**config.mk**
```make
export PLATFORM = sky130hd
export DESIGN_NAME = cfg_word_rx
export DESIGN_NICKNAME = d
export VERILOG_FILES = /design/src/rtl/cfg_word_rx.sv
export SDC_FILE = /design/constraint.sdc
export NUM_CORES = 1
export LEC_CHECK = 0
export CORE_UTILIZATION = 58
export DETAILED_ROUTE_END_ITERATION = 8
export DONT_BUFFER_PORTS = 1
export PLACE_DENSITY = 0.74
export SLEW_MARGIN = 0
export SYNTH_ARGS = -nofsm -noshare
export SYNTH_HDL_FRONTEND = slang
export SYNTH_SLANG_ARGS = --single-unit
```
**constraint.sdc**
```tcl
create_clock -name clk -period 1.75 [get_ports clk]
set_input_delay 0.35 -clock clk [delete_from_list [all_inputs] [get_ports clk]]
set_output_delay 0.35 -clock clk [all_outputs]
set_load 0.01 [all_outputs]
```
**src/rtl/cfg_word_rx.sv**
```systemverilog
// Receive side of the serial column-configuration link: captures one bit per
// write strobe, answers with a delayed ready pulse and assembles LEN-bit words.
module cfg_word_rx #(
    parameter int LEN     = 7,
    parameter int RDY_DLY = 2,
    parameter int TIMEOUT = 64
) (
    input  logic                       clk,
    input  logic                       i_rst_n,
    input  logic                       i_clr,
    input  logic                       i_col_write,
    input  logic                       i_data,
    input  logic                       i_ack,
    output logic                       o_col_rdy,
    output logic [LEN-1:0]             o_word,
    output logic                       o_valid,
    output logic [$clog2(LEN+1)-1:0]   o_bit_cnt,
    output logic                       o_err_proto,
    output logic                       o_err_timeout,
    output logic                       o_overrun
);

    localparam int BW = $clog2(LEN+1);
    localparam int DW = $clog2(RDY_DLY+1);
    localparam int GW = (TIMEOUT > 0) ? $clog2(TIMEOUT+1) : 1;
    localparam logic [BW-1:0] LAST_BIT = BW'(LEN-1);
    localparam logic [DW-1:0] DLY_LAST = DW'(RDY_DLY-1);
    localparam logic [GW-1:0] GAP_LAST = GW'(TIMEOUT-1);

    typedef enum logic [1:0] {IDLE, DELAY, RDY, GAP} state_t;

    state_t          state, state_nx;
    logic [LEN-2:0]  sr;
    logic [LEN-1:0]  shifted;
    logic [BW-1:0]   bit_cnt;
    logic [DW-1:0]   dly_cnt;
    logic [GW-1:0]   gap_cnt;
    logic            capture, complete, proto, tmo, overrun_evt;

    // Only the LEN-1 most recent bits are kept; the strobed bit completes the word.
    assign shifted     = {sr, i_data};
    assign complete    = capture && (bit_cnt == LAST_BIT);
    assign overrun_evt = complete && o_valid && !i_ack;
    assign o_col_rdy   = (state == RDY);
    assign o_bit_cnt   = bit_cnt;

    always_comb begin
        state_nx = state;
        capture  = 1'b0;
        proto    = 1'b0;
        tmo      = 1'b0;
        case (state)
            IDLE, GAP: begin
                if (i_col_write) begin
                    capture  = 1'b1;
                    state_nx = (RDY_DLY == 1) ? RDY : DELAY;
                end else if (state == GAP && TIMEOUT > 0 && gap_cnt >= GAP_LAST) begin
                    tmo      = 1'b1;
                    state_nx = IDLE;
                end
            end
            DELAY: begin
                proto = i_col_write;
                if (dly_cnt >= DLY_LAST) state_nx = RDY;
            end
            RDY: begin
                proto    = i_col_write;
                state_nx = (bit_cnt == '0) ? IDLE : GAP;
            end
            default: state_nx = IDLE;
        endcase
    end

    always_ff @(posedge clk or negedge i_rst_n) begin
        if (!i_rst_n) begin
            state   <= IDLE;
            sr      <= '0;
            bit_cnt <= '0;
            dly_cnt <= '0;
            gap_cnt <= '0;
        end else begin
            state <= state_nx;
            if (capture) begin
                sr      <= shifted[LEN-2:0];
                bit_cnt <= complete ? '0 : bit_cnt + BW'(1);
            end else if (tmo) begin
                sr      <= '0;
                bit_cnt <= '0;
            end
            // dly_cnt counts the strobe cycle itself, so the pulse lands RDY_DLY cycles later.
            if (capture)
                dly_cnt <= DW'(1);
            else if (state == DELAY && dly_cnt < DLY_LAST)
                dly_cnt <= dly_cnt + DW'(1);
            if (state != GAP)
                gap_cnt <= '0;
            else if (gap_cnt < GAP_LAST)
                gap_cnt <= gap_cnt + GW'(1);
        end
    end

    always_ff @(posedge clk or negedge i_rst_n) begin
        if (!i_rst_n) begin
            o_word        <= '0;
            o_valid       <= 1'b0;
            o_err_proto   <= 1'b0;
            o_err_timeout <= 1'b0;
            o_overrun     <= 1'b0;
        end else begin
            if (complete) begin
                if (!o_valid || i_ack) begin
                    o_word  <= shifted;
                    o_valid <= 1'b1;
                end
            end else if (o_valid && i_ack) begin
                o_valid <= 1'b0;
            end
            // A new error event beats a coincident clear.
            o_err_proto   <= (o_err_proto   && !i_clr) || proto;
            o_err_timeout <= (o_err_timeout && !i_clr) || tmo;
            o_overrun     <= (o_overrun     && !i_clr) || overrun_evt;
        end
    end

endmodule

```
## After elaboration in Yosys (flattened, before gate mapping)

Cells that the tools add are included.

- Register bits after elaboration: 31
- Latch bits: 0
- RAM bits: 0
- Bits in read-only memories: 0
- Output and inout port bits: 15
- Logic and storage cells: 75
- Memories: 0

- $add $sub $neg: 3
- Multiply operators: 0
- Div/mod/pow operators: 0
- $lt $le $gt $ge: 4
- Eq/ne operators: 8
- Shift operators: 0
- Multiplexer cells: 23
- Bitwise logic cells: 0
- Reductions and logical operators: 27

Operator list:

| operator | count |
|---|---|
| 2-to-1 mux 7 bit | 2 |
| 2-to-1 mux 2 bit | 6 |
| 2-to-1 mux 6 bit | 2 |
| logical AND 1 bit | 9 |
| 2-to-1 mux 1 bit | 9 |
| 2-to-1 mux 3 bit | 3 |
| nonzero test 2 bit | 4 |
| adder 7 x 1 -> 7 bit, second input constant | 1 |
| greater-or-equal comparator 7 x 6 -> 1 bit, second input constant | 1 |
| < comparator 7 x 6 -> 1 bit, second input constant | 1 |
| case mux 2 bit (3 select lines) | 1 |
| AND reduction 2 bit | 3 |
| equality test 2 bit, second input constant | 2 |
| logical OR 1 bit | 4 |
| != test 2 bit, second input constant | 2 |
| OR reduction 2 bit | 2 |
| adder 3 x 1 -> 3 bit, second input constant | 1 |
| equality test 3 bit, second input constant | 1 |
| logical NOT 1 bit | 3 |
| logical NOT 3 bit | 1 |
| != test 3 bit, second input constant | 1 |
| adder 2 x 1 -> 2 bit, second input constant | 1 |
| equality test 2 x 1 -> 1 bit, second input constant | 1 |
| greater-or-equal comparator 2 x 1 -> 1 bit, second input constant | 1 |
| 3 further kinds | 3 |

## Longest topological paths before layout

Gate-level depths: netlist of run 1.

- Depth after elaboration: 7
- Depth in mapped cells: 6
- Depth with buffers taken out: 5

## Worst setup path after synthesis of run 1

OpenSTA, ideal clock, no wires.

- Path type: reg-to-reg
- Start point: register state[0]
- End point: register o_word[0]
- Library setup time: 0.125 ns
- Arrival: 1.483 ns
- Data required time: 1.625 ns
- Setup slack: 0.142 ns
- Cell stages (with the launch flop): 7
- Buffers on the path: 1
- Clock period less this slack: 1.608 ns
- Path through: dfrtp_1 > inv_1 > ha_1 > nand4_1 > nor2b_1 > buf_4 > mux2_2

- Word-level cells in the longest chain between the ends: 5
- Elaborated cells on any way between the ends: 6
- Those cells by class: eq/ne: 1; mux: 1; reduce/logical: 4

RTL lines:

| what | RTL line | source |
|---|---|---|
| from (decl) | 32 | `state_t state, state_nx;` |
| from (signal assigned) | 82 | `state <= state_nx;` |
| equality test 2 bit or logical NOT 2 bit (tied branches) | 52 | `case (state)` |
| OR reduction 2 bit * | 52 |  |
| 2-to-1 mux 1 bit * | 52 |  |
| logical AND 1 bit * | 42 | `assign complete = capture && (bit_cnt == LAST_BIT);` |
| AND reduction 2 bit (no source line) * | n/a |  |
| to (signal assigned) | 112 | `o_word <= shifted;` |
| to (decl) | 15 | `output logic [LEN-1:0] o_word,` |

Every way passes the cells marked *; elsewhere a longest branch is shown, timed or not.
A chain may end at the register's enable or synchronous reset.

## Worst setup path in the final report of run 1

- Start point: register state[1]
- End point: register o_word[1]

The elaborated chain is that of the path after synthesis.

==> flow_summary.yaml, run 1 <==
sta:
  fin_ws_ps: 84.28
  rsz0062_at_grt: "false"
  tightest_slew_ps: 427.9
  clock_skew_ps: 15.51
  fin_crit_sh_pct: 95.18
  setup_viol_count_final: 0
  fmax_mhz: 600.3
  min_period_ps: 1666
  hold_viol: 0
  slew_viol_final: 0
  tns_ps: 0
  max_slew_margin_pct: 71.47
worst_hold_path:
  min_path_type: "input port to flop"
  hold_start: "i_col_write"
  hold-path-endpoint: "o_bit_cnt[0]"
  hold_depth: 1
floorplanning:
  initial_utilization_pct: 63.65
  rows: 18
  io_pins: 21
  die_w_um: 55.08
  fp.dieH_um: 55.08
  core_um2: 2567
  die_area_um2: 3034
detailed_routing:
  drtAntennaViolNets: 0
  via_per_inst: 6.169
  drcViolationCount: 0
  wl_per_cell_um: 16.66
  vias: 1203
  first_pass_iters: 4
  drtIter0Drc: 20
  drt-total-wl_um: 3248
finish:
  layout_common_cells: "dfrtp_1, nand2_1, inv_1"
  stdcell_count: 195
  drive_gt1_share_pct: 24.24
  antenna_cells: 0
  syn_to_final_growth_pct: 12.25
  final_common_cell: "dfrtp_1"
  finalNetCount: 179
clocking:
  cts.clk_slew.worst_paths_ps: 110
  cts_tree: "done"
  worstSkewPairLatency_ps: 340
  cts_htree_levels: 2
  root_buffer: "clkbuf_4"
  cts_sinks: 31
  cts_buffer_depth: 2
  cts_buffers: 5
global_route:
  grt_usage_pct: 25.10
  grt_pass1_vias: 1129
  grt_pass1_wl_um: 5175
  antenna_found_initial: 0
  grt-ovfl-total: 0
  grt_max_degree: 32
synthesis:
  synthArstFlopShare_pct: 100.0
  synth_top_area_cell: "dfrtp_1"
  synth_area_leaders: "dfrtp_1, ha_1, mux2_2"
  synth_area_um2: 1634
  synthDistinctLibCells: 35
  synth_edf_count: 0
  ys_seq_area_share_pct: 47.47
  post-synth-top-area-fraction_pct: 47.47
  synth_seq_cells: 31
  syn_nets: 164
  synthCells: 149
  ys_warn_count: 0
  synth.avg_cell_area_um2: 10.97
  synth_flop_cell: "dfrtp_1"
critical_path:
  worstPathCellList: "ha_4 -> nand4_1 -> nor2b_1 -> buf_4 -> mux2_2"
  cp_data_arrival_time_ps: 1890
  worstSetupStartpointType: "flop"
  regToRegStartpoint: "state[1]"
  r2r_cells: 5
  crit_path_start: "state[1]"
  worstPathRequired_ps: 1970
  ff2ff_setup_slack_ps: 80
  end_kind: "flop"
  worst-path-max-fanout: 7
  path_delay_family: "flip-flops"
  max_stage_delay_ps: 460
  crit_slowest_cell: "dfrtp_1"
  r2r-end: "o_word[1]"
  worst-path-buf-inv: 1
  crit_type: "flop to flop"
place:
  io_buffers: 0
  pre_cts_slack_ps: -17.12
  place_congestion: 0.8170
  dp_cells: 184
  dp_hpwl_um: 2218
status:
  outcome: "finished clean"
power:
  ir_drop_uv: 1286
  p_leak_nw: 0.8274
  p_per_area_nw_per_um2: 1620
flow_run:
  drv_cap: 0
-- Yosys cell counts, drive strengths merged, types with 2 or more instances --
cell type  number
dfrtp          31
nand2          21
inv            16
ha              9
mux2            7
o311ai          7
a31oi           6
nand3           6
buf             5
nor2b           5
o21ai           5
a21oi           4
nand2b          3
a22o            2
a32oi           2
and2            2
and4b           2
nor2            2
o211ai          2
o31ai           2
-- final cells by class --
type	instances	area (um^2)
Timing Repair Buffer	13	112.6
Inverter	16	60.06
Multi-Input combinational cell	97	762.0
Sequential cell	31	775.7
Clock inverter	2	35.03
Clock buffer	6	51.30
Fill cell	213	733.2
Tap cell	30	37.54
-- timing repair --
item	CTS	global route
gates resized for setup	0	3
buffers inserted	1	0
hold buffers	2	0
setup endpoints to repair	7	10
endpoints found under the hold margin	31	0
-- power breakdown --
part / leakage (nW) / total [mW] / internal [mW] / switching, mW
registers: 0.392 / 1.19 / 0.956 / 0.230
logic: 0.387 / 1.19 / 0.549 / 0.639
clock network: 0.0482 / 0.598 / 0.338 / 0.260
total: 0.827 / 2.97 / 1.84 / 1.13
-- registers in the layout (all words and copies together), names as in the netlist --
signal,count
o_valid,1
o_err_timeout,1
sr,6
o_word,7
o_overrun,1
state,2
dly_cnt,2
o_bit_cnt,3
o_err_proto,1
gap_cnt,7
-- worst max path at each step --
stage,cells after the start,slack (ps),endpoint
after floorplan,6,140,o_word[0]
after global placement,6,90,o_word[6]
after detailed placement,6,-20,o_word[4]
after CTS,5,8,o_word[1]
after global routing,6,2,sr[5]
final,5,80,o_word[1]
-- kinds of logic after synthesis --
group	after synthesis	synth area share, %
xor+xnor	1	0.5361
fa+ha+maj	9	6.891
simple gates	45	14.24
compound gates	34	18.76
mux	8	5.437
buf+inv	21	6.661
flops	31	47.47
-- stage by stage --
stage	total power [mW]	cell area (um^2)	hold slack [ps]	utilization [%]
finish	2.972	1834	90.27	71.44
global route	3.177	1834	87.70	71.44
CTS	2.926	1822	82.25	70.96
detailed placement	2.295	1698	55.02	66.13
global placement	2.230	1698	55.01	66.13
floorplan	2.051	1634	54.41	-
-- metal layers --
layer	up-vias	GRT usage (%)	routed length, um
met1	590	32.01	1476
met2	43	39.56	1515
li1	563	-	-
met3	7	6.284	203
met5	-	0	0
met4	0	12.08	52
(Power assumes the default switching activity.)
==> run 2, diff against run 1 <==
- CTS_CLUSTER_DIAMETER: default -> 60
==> results of run 2 <==
Same layout as run 1: the final DEF is identical, and so are final timing and power.
==> run 3, diff against run 2 <==
- CTS_CLUSTER_DIAMETER: 60 -> 100
- SLEW_MARGIN: 0 -> 20
==> results of run 3 <==
Same layout as run 1: the final DEF is identical, and so are final timing and power.
